**config.mk**
```make
export PLATFORM = sky130hd
export DESIGN_NAME = shot_controller_flat
export DESIGN_NICKNAME = d
export VERILOG_FILES = /design/src/rtl/shot_if.sv /design/src/rtl/shot_controller.sv /design/src/flat_wrapper.sv
export SDC_FILE = /design/constraint.sdc
export NUM_CORES = 1
export LEC_CHECK = 0
export CORE_MARGIN = 1.5
export CORE_UTILIZATION = 40
export DETAILED_ROUTE_END_ITERATION = 12
export GPL_ROUTABILITY_DRIVEN = 0
export HOLD_SLACK_MARGIN = 0.02
export SETUP_SLACK_MARGIN = 0.15
export SYNTH_ARGS = -nofsm -noshare
export SYNTH_HDL_FRONTEND = slang
export SYNTH_SLANG_ARGS = --single-unit
```
**constraint.sdc**
```tcl
create_clock -name clk -period 7.3 [get_ports clk]
set_clock_uncertainty 0.1 [all_clocks]
set_input_delay 0.73 -clock clk [delete_from_list [all_inputs] [get_ports clk]]
set_output_delay 0.73 -clock clk [all_outputs]
set_load 0.05 [all_outputs]
```
**src/rtl/shot_if.sv**
```systemverilog
// Key, switch and fire-result signals between the player panel and the shot controller.
interface shot_if;
  logic       key_left;
  logic       key_right;
  logic       key_fire;
  logic [1:0] shootingtype;
  logic [3:0] hit_angle;
  logic       outgoing_projectiles;
  logic [1:0] shot_type;
  logic       busy;
  logic [3:0] laser_charges;
  logic [15:0] shots_fired;

  modport master (
    output key_left, key_right, key_fire, shootingtype,
    input  hit_angle, outgoing_projectiles, shot_type, busy, laser_charges, shots_fired
  );

  modport slave (
    input  key_left, key_right, key_fire, shootingtype,
    output hit_angle, outgoing_projectiles, shot_type, busy, laser_charges, shots_fired
  );
endinterface

```
**src/rtl/shot_controller.sv**
```systemverilog
// Player fire stage: debounced rotate/fire keys, turret aim, fire pulse, per-weapon cooldown.
//   state    | meaning
//   IDLE     | waiting for an acceptable fire event
//   FIRE     | outgoing_projectiles pulse cycle, shot counted
//   COOLDOWN | down-counter runs to zero, fire events dropped
module shot_controller #(
  parameter int unsigned DEBOUNCE_CYCLES = 250000,
  parameter int unsigned COOLDOWN_T1     = 12500000,
  parameter int unsigned COOLDOWN_T2     = 25000000,
  parameter int unsigned COOLDOWN_T3     = 50000000,
  parameter int unsigned LASER_CHARGES   = 3
) (
  input logic   clk,
  input logic   reset,
  shot_if.slave bus
);

  localparam int unsigned DEB_W  = $clog2(DEBOUNCE_CYCLES + 1);
  localparam int unsigned CD_MAX =
    (COOLDOWN_T1 > COOLDOWN_T2) ? ((COOLDOWN_T1 > COOLDOWN_T3) ? COOLDOWN_T1 : COOLDOWN_T3)
                                : ((COOLDOWN_T2 > COOLDOWN_T3) ? COOLDOWN_T2 : COOLDOWN_T3);
  localparam int unsigned CD_W   = $clog2(CD_MAX + 1);
  localparam logic [DEB_W-1:0] DEB_TC = DEB_W'(DEBOUNCE_CYCLES - 1);

  typedef enum logic [1:0] {IDLE, FIRE, COOLDOWN} state_e;

  // bit 0 = left, bit 1 = right, bit 2 = fire
  logic [2:0]            raw;
  logic [2:0]            sync1_q, sync2_q, deb_q, ev_q;
  logic [2:0][DEB_W-1:0] deb_cnt_q;

  assign raw = {bus.key_fire, bus.key_right, bus.key_left};

  // The counter only runs while a level change is pending; any bounce back restarts it.
  always_ff @(posedge clk) begin
    if (reset) begin
      sync1_q   <= '0;
      sync2_q   <= '0;
      deb_q     <= '0;
      ev_q      <= '0;
      deb_cnt_q <= '0;
    end else begin
      sync1_q <= raw;
      sync2_q <= sync1_q;
      for (int k = 0; k < 3; k++) begin
        ev_q[k] <= 1'b0;
        if (sync2_q[k] == deb_q[k]) begin
          deb_cnt_q[k] <= '0;
        end else if (deb_cnt_q[k] == DEB_TC) begin
          deb_q[k]     <= sync2_q[k];
          ev_q[k]      <= sync2_q[k];
          deb_cnt_q[k] <= '0;
        end else begin
          deb_cnt_q[k] <= deb_cnt_q[k] + DEB_W'(1);
        end
      end
    end
  end

  state_e          state_q;
  logic [CD_W-1:0] cd_q;
  logic [3:0]      angle_q, pend_q, charges_q;
  logic [1:0]      shot_type_q;
  logic            pulse_q, busy_q;
  logic [15:0]     shots_q;

  logic [3:0]      rot_d;
  logic [CD_W-1:0] cd_load_d;
  logic            accept_d;

  always_comb begin
    rot_d = 4'd0;
    case (ev_q[1:0])
      2'b10:   rot_d = 4'd1;
      2'b01:   rot_d = 4'hF;
      default: rot_d = 4'd0;
    endcase
    cd_load_d = CD_W'(COOLDOWN_T3 - 1);
    case (bus.shootingtype)
      2'd1:    cd_load_d = CD_W'(COOLDOWN_T1 - 1);
      2'd2:    cd_load_d = CD_W'(COOLDOWN_T2 - 1);
      default: cd_load_d = CD_W'(COOLDOWN_T3 - 1);
    endcase
    accept_d = (state_q == IDLE) && ev_q[2] && (bus.shootingtype != 2'd0) &&
               !((bus.shootingtype == 2'd3) && (charges_q == 4'd0));
  end

  always_ff @(posedge clk) begin
    if (reset) begin
      state_q     <= IDLE;
      cd_q        <= '0;
      angle_q     <= 4'd0;
      pend_q      <= 4'd0;
      charges_q   <= 4'(LASER_CHARGES);
      shot_type_q <= 2'd0;
      pulse_q     <= 1'b0;
      busy_q      <= 1'b0;
      shots_q     <= 16'd0;
    end else begin
      pulse_q <= 1'b0;
      // The aim seen by the enemy during the pulse is frozen at acceptance; a rotation
      // arriving in that same cycle is parked and applied during FIRE.
      if (accept_d) begin
        pend_q <= rot_d;
      end else if (state_q == FIRE) begin
        angle_q <= angle_q + pend_q + rot_d;
        pend_q  <= 4'd0;
      end else begin
        angle_q <= angle_q + rot_d;
      end

      case (state_q)
        IDLE: begin
          if (accept_d) begin
            state_q     <= FIRE;
            busy_q      <= 1'b1;
            pulse_q     <= 1'b1;
            shot_type_q <= bus.shootingtype;
            cd_q        <= cd_load_d;
            if (bus.shootingtype == 2'd3) charges_q <= charges_q - 4'd1;
          end
        end
        FIRE: begin
          state_q <= COOLDOWN;
          if (shots_q != 16'hFFFF) shots_q <= shots_q + 16'd1;
        end
        COOLDOWN: begin
          if (cd_q == '0) begin
            state_q <= IDLE;
            busy_q  <= 1'b0;
          end else begin
            cd_q <= cd_q - CD_W'(1);
          end
        end
        default: begin
          state_q <= IDLE;
          busy_q  <= 1'b0;
        end
      endcase
    end
  end

  assign bus.hit_angle            = angle_q;
  assign bus.outgoing_projectiles = pulse_q;
  assign bus.shot_type            = shot_type_q;
  assign bus.busy                 = busy_q;
  assign bus.laser_charges        = charges_q;
  assign bus.shots_fired          = shots_q;

endmodule

```
**src/flat_wrapper.sv**
```systemverilog
// flat-port wrapper written by rule: the top's interface ports become plain ports
module shot_controller_flat 
#(
  parameter int unsigned DEBOUNCE_CYCLES = 250000,
  parameter int unsigned COOLDOWN_T1     = 12500000,
  parameter int unsigned COOLDOWN_T2     = 25000000,
  parameter int unsigned COOLDOWN_T3     = 50000000,
  parameter int unsigned LASER_CHARGES   = 3
)
  (clk, reset, bus_key_left, bus_key_right, bus_key_fire, bus_shootingtype, bus_hit_angle, bus_outgoing_projectiles, bus_shot_type, bus_busy, bus_laser_charges, bus_shots_fired);
  shot_if bus_i ();
  input logic clk;
  input logic reset;
  input wire logic [$bits(bus_i.key_left)-1:0] bus_key_left;
  input wire logic [$bits(bus_i.key_right)-1:0] bus_key_right;
  input wire logic [$bits(bus_i.key_fire)-1:0] bus_key_fire;
  input wire logic [$bits(bus_i.shootingtype)-1:0] bus_shootingtype;
  output wire logic [$bits(bus_i.hit_angle)-1:0] bus_hit_angle;
  output wire logic [$bits(bus_i.outgoing_projectiles)-1:0] bus_outgoing_projectiles;
  output wire logic [$bits(bus_i.shot_type)-1:0] bus_shot_type;
  output wire logic [$bits(bus_i.busy)-1:0] bus_busy;
  output wire logic [$bits(bus_i.laser_charges)-1:0] bus_laser_charges;
  output wire logic [$bits(bus_i.shots_fired)-1:0] bus_shots_fired;
  assign bus_i.key_left = bus_key_left;
  assign bus_i.key_right = bus_key_right;
  assign bus_i.key_fire = bus_key_fire;
  assign bus_i.shootingtype = bus_shootingtype;
  assign bus_hit_angle = bus_i.hit_angle;
  assign bus_outgoing_projectiles = bus_i.outgoing_projectiles;
  assign bus_shot_type = bus_i.shot_type;
  assign bus_busy = bus_i.busy;
  assign bus_laser_charges = bus_i.laser_charges;
  assign bus_shots_fired = bus_i.shots_fired;
  shot_controller #(.DEBOUNCE_CYCLES(DEBOUNCE_CYCLES), .COOLDOWN_T1(COOLDOWN_T1), .COOLDOWN_T2(COOLDOWN_T2), .COOLDOWN_T3(COOLDOWN_T3), .LASER_CHARGES(LASER_CHARGES)) u_core (.clk(clk), .reset(reset), .bus(bus_i));
endmodule
```
* After elaboration in Yosys (flattened, before gate mapping)
Cells that the tools add are included.
** Word-level totals
- Output and inout bits :: 28
- Input port bits :: 7
- Bits in registers :: 126
- Logic and storage cells :: 96
** Cells by class
- Add/subtract/negate cells :: 9
- Equal/unequal tests :: 17
- Reduce and logical (&&, ||, !) cells :: 27
- Multiplexer cells :: 15
- Bitwise logic cells :: 8
** Operator list (number)
- case mux 26 bit (2 select lines) :: 2
- adder 18 x 1 -> 18 bit (second input constant) :: 3
- == test 18 bit (second input constant) :: 3
- 2-to-1 mux 26 bit :: 2
- logical NOT 26 bit :: 1
- subtractor 26 x 1 -> 26 bit (second input constant) :: 1
- OR reduction 3 bit :: 6
- adder 16 x 1 -> 16 bit (second input constant) :: 1
- inequality test 16 bit (second input constant) :: 1
- adder 4 bit :: 3
- 2-to-1 mux 4 bit :: 3
- AND reduction 2 bit :: 6
- AND reduction 3 bit :: 3
- == test 2 bit (second input constant) :: 4
- NOT 1 bit :: 8
- case mux 4 bit (2 select lines) :: 1
- == test 2 x 1 -> 1 bit (second input constant) :: 3
- case mux 2 bit (3 select lines) :: 1
- nonzero test 2 bit :: 3
- logical AND 1 bit :: 4
- logical NOT 4 bit :: 1
- 2-to-1 mux 2 bit :: 2
- inequality test 2 x 1 -> 1 bit (second input constant) :: 2
- subtractor 4 x 1 -> 4 bit (second input constant) :: 1
- 7 further kinds :: 11

* Logic depth before layout (Yosys ltp)
- Depth in word-level cells :: 6
- Depth in mapped cells :: 10

* Least setup slack after synthesis
OpenSTA, ideal clock, no wires.
- Path type :: input port to flip-flop
- From :: input bus_shootingtype[0]
- To :: register u_core.busy_q (netlist: u_core.bus.busy)
- Arrival :: 2.341 ns
- Stages :: 8
- Buffers on the path :: 2
- Setup slack :: 4.789 ns
- Cells stage by stage :: inv_1 > ha_1 > nor4b_1 > and2_0 > clkbuf_1 > buf_1 > o21ai_0 > a21oi_1
** Between the ends
- Longest elaborated chain between the ends :: 6
- Elaborated cells on any way between the ends :: 8
** Ends and longest elaborated chain
- start, declared :: line flat_wrapper.sv:17 : input wire logic [$bits(bus_i.shootingtype)-1:0] bus_shootingtype;
- == test 2 bit :: line shot_controller.sv:85 : !((bus.shootingtype == 2'd3) && (charges_q == 4'd0));
- logical AND 1 bit :: line shot_controller.sv:85
- logical NOT 1 bit :: line shot_controller.sv:85
- logical AND 1 bit * :: line shot_controller.sv:84 : accept_d = (state_q == IDLE) && ev_q[2] && (bus.shootingtype != 2'd0) &&
- inequality test 2 x 1 -> 1 bit (no line) *
- AND reduction 3 bit (no line) *
- end signal, assigned :: line shot_controller.sv:97 : busy_q <= 1'b0;
- end signal, assigned :: line shot_controller.sv:116 : busy_q <= 1'b1;
- end signal, assigned :: line shot_controller.sv:130 : busy_q <= 1'b0;
- end, declared :: line shot_controller.sv:64 : logic pulse_q, busy_q;
Every way passes the cells marked *; elsewhere a longest branch is shown, timed or not.
A chain may end at the register's enable or synchronous reset.

* Worst setup path in the final report
- From :: input bus_shootingtype[0]
- To :: register u_core.cd_q[11]
** Between the ends
- Longest elaborated chain between the ends :: 6
- Elaborated cells on any way between the ends :: 13
** Ends and longest elaborated chain
- == test 2 bit :: line shot_controller.sv:85
- logical AND 1 bit :: line shot_controller.sv:85
- logical NOT 1 bit :: line shot_controller.sv:85
- logical AND 1 bit :: line shot_controller.sv:84
- inequality test 2 x 1 -> 1 bit (no line)
- AND reduction 3 bit (no line)
- end signal, assigned :: line shot_controller.sv:119 : cd_q <= cd_load_d;
- end signal, assigned :: line shot_controller.sv:132 : cd_q <= cd_q - CD_W'(1);
- end, declared :: line shot_controller.sv:61 : logic [CD_W-1:0] cd_q;
Parallel ways exist; a longest one is shown, timed or not. The select of a mux whose other input is x is not followed.

==> results.json <==
{
  "grt_pass1_wl_um": 22900,
  "critPathArrivalTime_ns": 3.71,
  "core_area_sq_mm": 0.0147,
  "die_h_um": 127,
  "slew_violations": 0,
  "routedWlPerCell_um": 14.2,
  "ys_ff_latch": 124,
  "diodes": 0,
  "initialDrtViolationCount": 320,
  "mappedNetlistNets": 749,
  "status": "finished, final reports clean",
  "p_leak_nw": 2.53,
  "start_kind": "input port",
  "tns_ns": 0,
  "start_util": 0.415,
  "drt.antenna.violating_nets": 0,
  "synthTopCellsByArea": "dfxtp_1, nor2_1, xnor2_1",
  "hold_slack_ns": 0.343,
  "endpoint_kind": "flip-flop",
  "grt_pass1_vias": 4870,
  "post-route-period-util": 0.484,
  "max_freq_ghz": 0.283,
  "cts_made_buffers": 17,
  "path_clk_slew_ns": 0.06,
  "post-synth-top-area-cell": "dfxtp_1",
  "cts_sinks": 124,
  "syn_avg_cell_area_sq_um": 8.50,
  "synth-warning-count": 0,
  "p_total_w": 0.00151,
  "pwr_density_cell_mw_per_mm2": 213,
  "antenna_found_initial": 0,
  "synth_cell_type_count": 64,
  "path_class": "in -> reg",
  "grt_max_degree": 71,
  "worstPathRequired_ns": 7.47,
  "die_w_um": 127,
  "synth_top_area_share": 0.407,
  "clk_latency_ns": 0.42,
  "synthArstFlopShare": 0,
  "synth-edff-count": 0,
  "slew_headroom": 0.216,
  "totalWireLength_um": 13300,
  "io_buffers": 34,
  "maxCapViolCount": 0,
  "ir_drop_uv": 167,
  "cts_tree": "done",
  "viasPerCell": 5.45,
  "syn_to_final_growth_pct": 16.5,
  "worst_slew_pin_slew_ns": 1.17,
  "dieArea_sq_mm": 0.0160,
  "post_cts_resized": 0,
  "setup_viol": 0,
  "clk_path_buf_depth": 2,
  "finalHoldViolations": 0,
  "drc": 0,
  "drive_gt1_frac": 0.0598,
  "dpl.hpwl_um": 9010,
  "io_pins": 35,
  "rsz0062_at_grt": "false",
  "synth_cells": 718,
  "hp-class": "reg -> reg",
  "syn_area_sq_mm": 0.00610,
  "cts_htree_levels": 4,
  "num_rows": 44,
  "ys_seq_area_frac": 0.407,
  "grtUsageTotal": 0.177,
  "dr.pass1.iters": 5,
  "cts_root_buf": "clkbuf_16",
  "period_needed_ns": 3.54,
  "fin_nets": 771,
  "overflow": 0,
  "cts_hold_buffers": 0,
  "cts_setup_buffers": 0,
  "worstPathMaxFanout": 16,
  "synth_top_flop_cell": "dfxtp_1",
  "vias": 5110
}
-- cell families (layout without fill, tap and decap cells) --
| group | count (synthesis) | in the layout | synth area share |
|---|---|---|---|
| compound gates | 95 | 95 | 0.102 |
| mux | 4 | 4 | 0.00677 |
| flops | 124 | 124 | 0.407 |
| buf+inv | 56 | 91 | 0.0369 |
| fa+ha+maj | 24 | 24 | 0.0554 |
| simple gates | 345 | 345 | 0.292 |
| xor+xnor | 70 | 70 | 0.100 |
-- final timing paths --
| check | from | end | slack, ns | depth (start not counted) |
|---|---|---|---|---|
| max | bus_shootingtype[0] | u_core.cd_q[11]$_SDFFE_PP0P_ | 3.76 | 9 |
| min | u_core.sync1_q[0]$_SDFF_PP0_ | u_core.sync2_q[0]$_SDFF_PP0_ | 0.34 | 1 |
| max reg2reg | u_core.cd_q[0]$_SDFFE_PP0P_ | u_core.cd_q[14]$_SDFFE_PP0P_ | 4.16 | 8 |
| min reg2reg | u_core.sync1_q[0]$_SDFF_PP0_ | u_core.sync2_q[0]$_SDFF_PP0_ | 0.34 | 1 |
-- registers in the layout, indices dropped and copies added, names as in the netlist --
name,count
u_core.deb_cnt_q,54
u_core.sync1_q,3
u_core.bus.hit_angle,4
u_core.deb_q,3
u_core.bus.outgoing_projectiles,1
u_core.bus.laser_charges,4
u_core.bus.shot_type,2
u_core.state_q,2
u_core.ev_q,3
u_core.sync2_q,3
u_core.bus.shots_fired,16
u_core.bus.busy,1
u_core.pend_q,2
u_core.cd_q,26
-- cells in the final DEF, fill, tap and decap left out, drive strengths merged, types with 5 or more instances in the layout --
master / count
a211oi: 11
a21oi: 27
a31oi: 6
and3: 17
and4: 9
buf: 5
clkbuf: 25
clkdlybuf4s50: 33
clkinv: 6
dfxtp: 124
fa: 5
ha: 19
inv: 20
nand2: 45
nand3: 44
nand4: 18
nor2: 110
nor2b: 9
nor3: 31
nor4: 16
nor4b: 6
o211ai: 7
o21ai: 16
o22ai: 6
or3: 16
xnor2: 43
xor2: 27
-- report_power, final --
part | internal (W) | switching, W | leakage (nW) | total [W]
combinational | 0.0000139 | 0.0000279 | 1.25 | 0.0000418
sequential | 0.000680 | 0.00000181 | 1.00 | 0.000682
clock | 0.000500 | 0.000290 | 0.277 | 0.000790
-- per-layer routing --
layer / GRT usage / vias up / share of wire
met5: 0 / - / 0
met4: 0.0845 / 0 / 0.025
met3: 0.0447 / 27 / 0.040
met2: 0.284 / 115 / 0.46
met1: 0.221 / 2380 / 0.47
li1: - / 2588 / -
-- critical path, stage by stage --
cell and delay [ns]:
clkdlybuf4s50_1 0.56, inv_1 0.11, ha_1 0.21, nor4b_1 0.39, and2_0 0.75, buf_4 0.36, mux2_2 0.36, o211ai_1 0.15
a21oi_1 0.08
-- synth_stat cells (2+ instances only) --
cell type	instances
o311a_1	3
a21oi_1	27
and4_1	9
and3_1	17
o21ai_0	15
ha_1	19
nand3_1	44
fa_1	5
mux2i_1	3
buf_2	2
nand2_1	45
nor3_1	30
a311oi_1	3
nor4b_1	5
nor2b_1	9
nand2b_1	2
nand4_1	18
or2_2	2
and4b_1	3
buf_1	2
nor2_1	110
a31oi_1	6
o311ai_0	3
xor2_1	27
a2bb2oi_1	2
clkbuf_1	28
a211oi_1	11
a22oi_1	2
or3_1	15
or4b_2	2
or4_1	2
dfxtp_1	124
xnor2_1	43
nand4b_1	3
inv_1	20
o211ai_1	7
nor3b_1	3
o22ai_1	6
o32ai_1	2
nor4_1	15
-- stage by stage --
stage	area, sq um	cells	util	setup WS, ns
floorplan	6100	718	-	4.79
global placement	6550	905	0.446	3.41
detailed placement	6550	905	0.446	3.32
CTS	7110	937	0.484	3.78
global route	7110	937	0.484	3.54
finish	7110	937	0.484	3.76
-- area by class of cell --
type | count | area, sq um
fill | 1401 | 7590
multi-input combinational | 538 | 3390
sequential | 124 | 2480
clock buffer | 25 | 495
timing repair buffer | 38 | 365
tap | 184 | 230
inverter | 21 | 78.8
clock inverter | 7 | 62.6
Power figures use the tool's default switching activity.
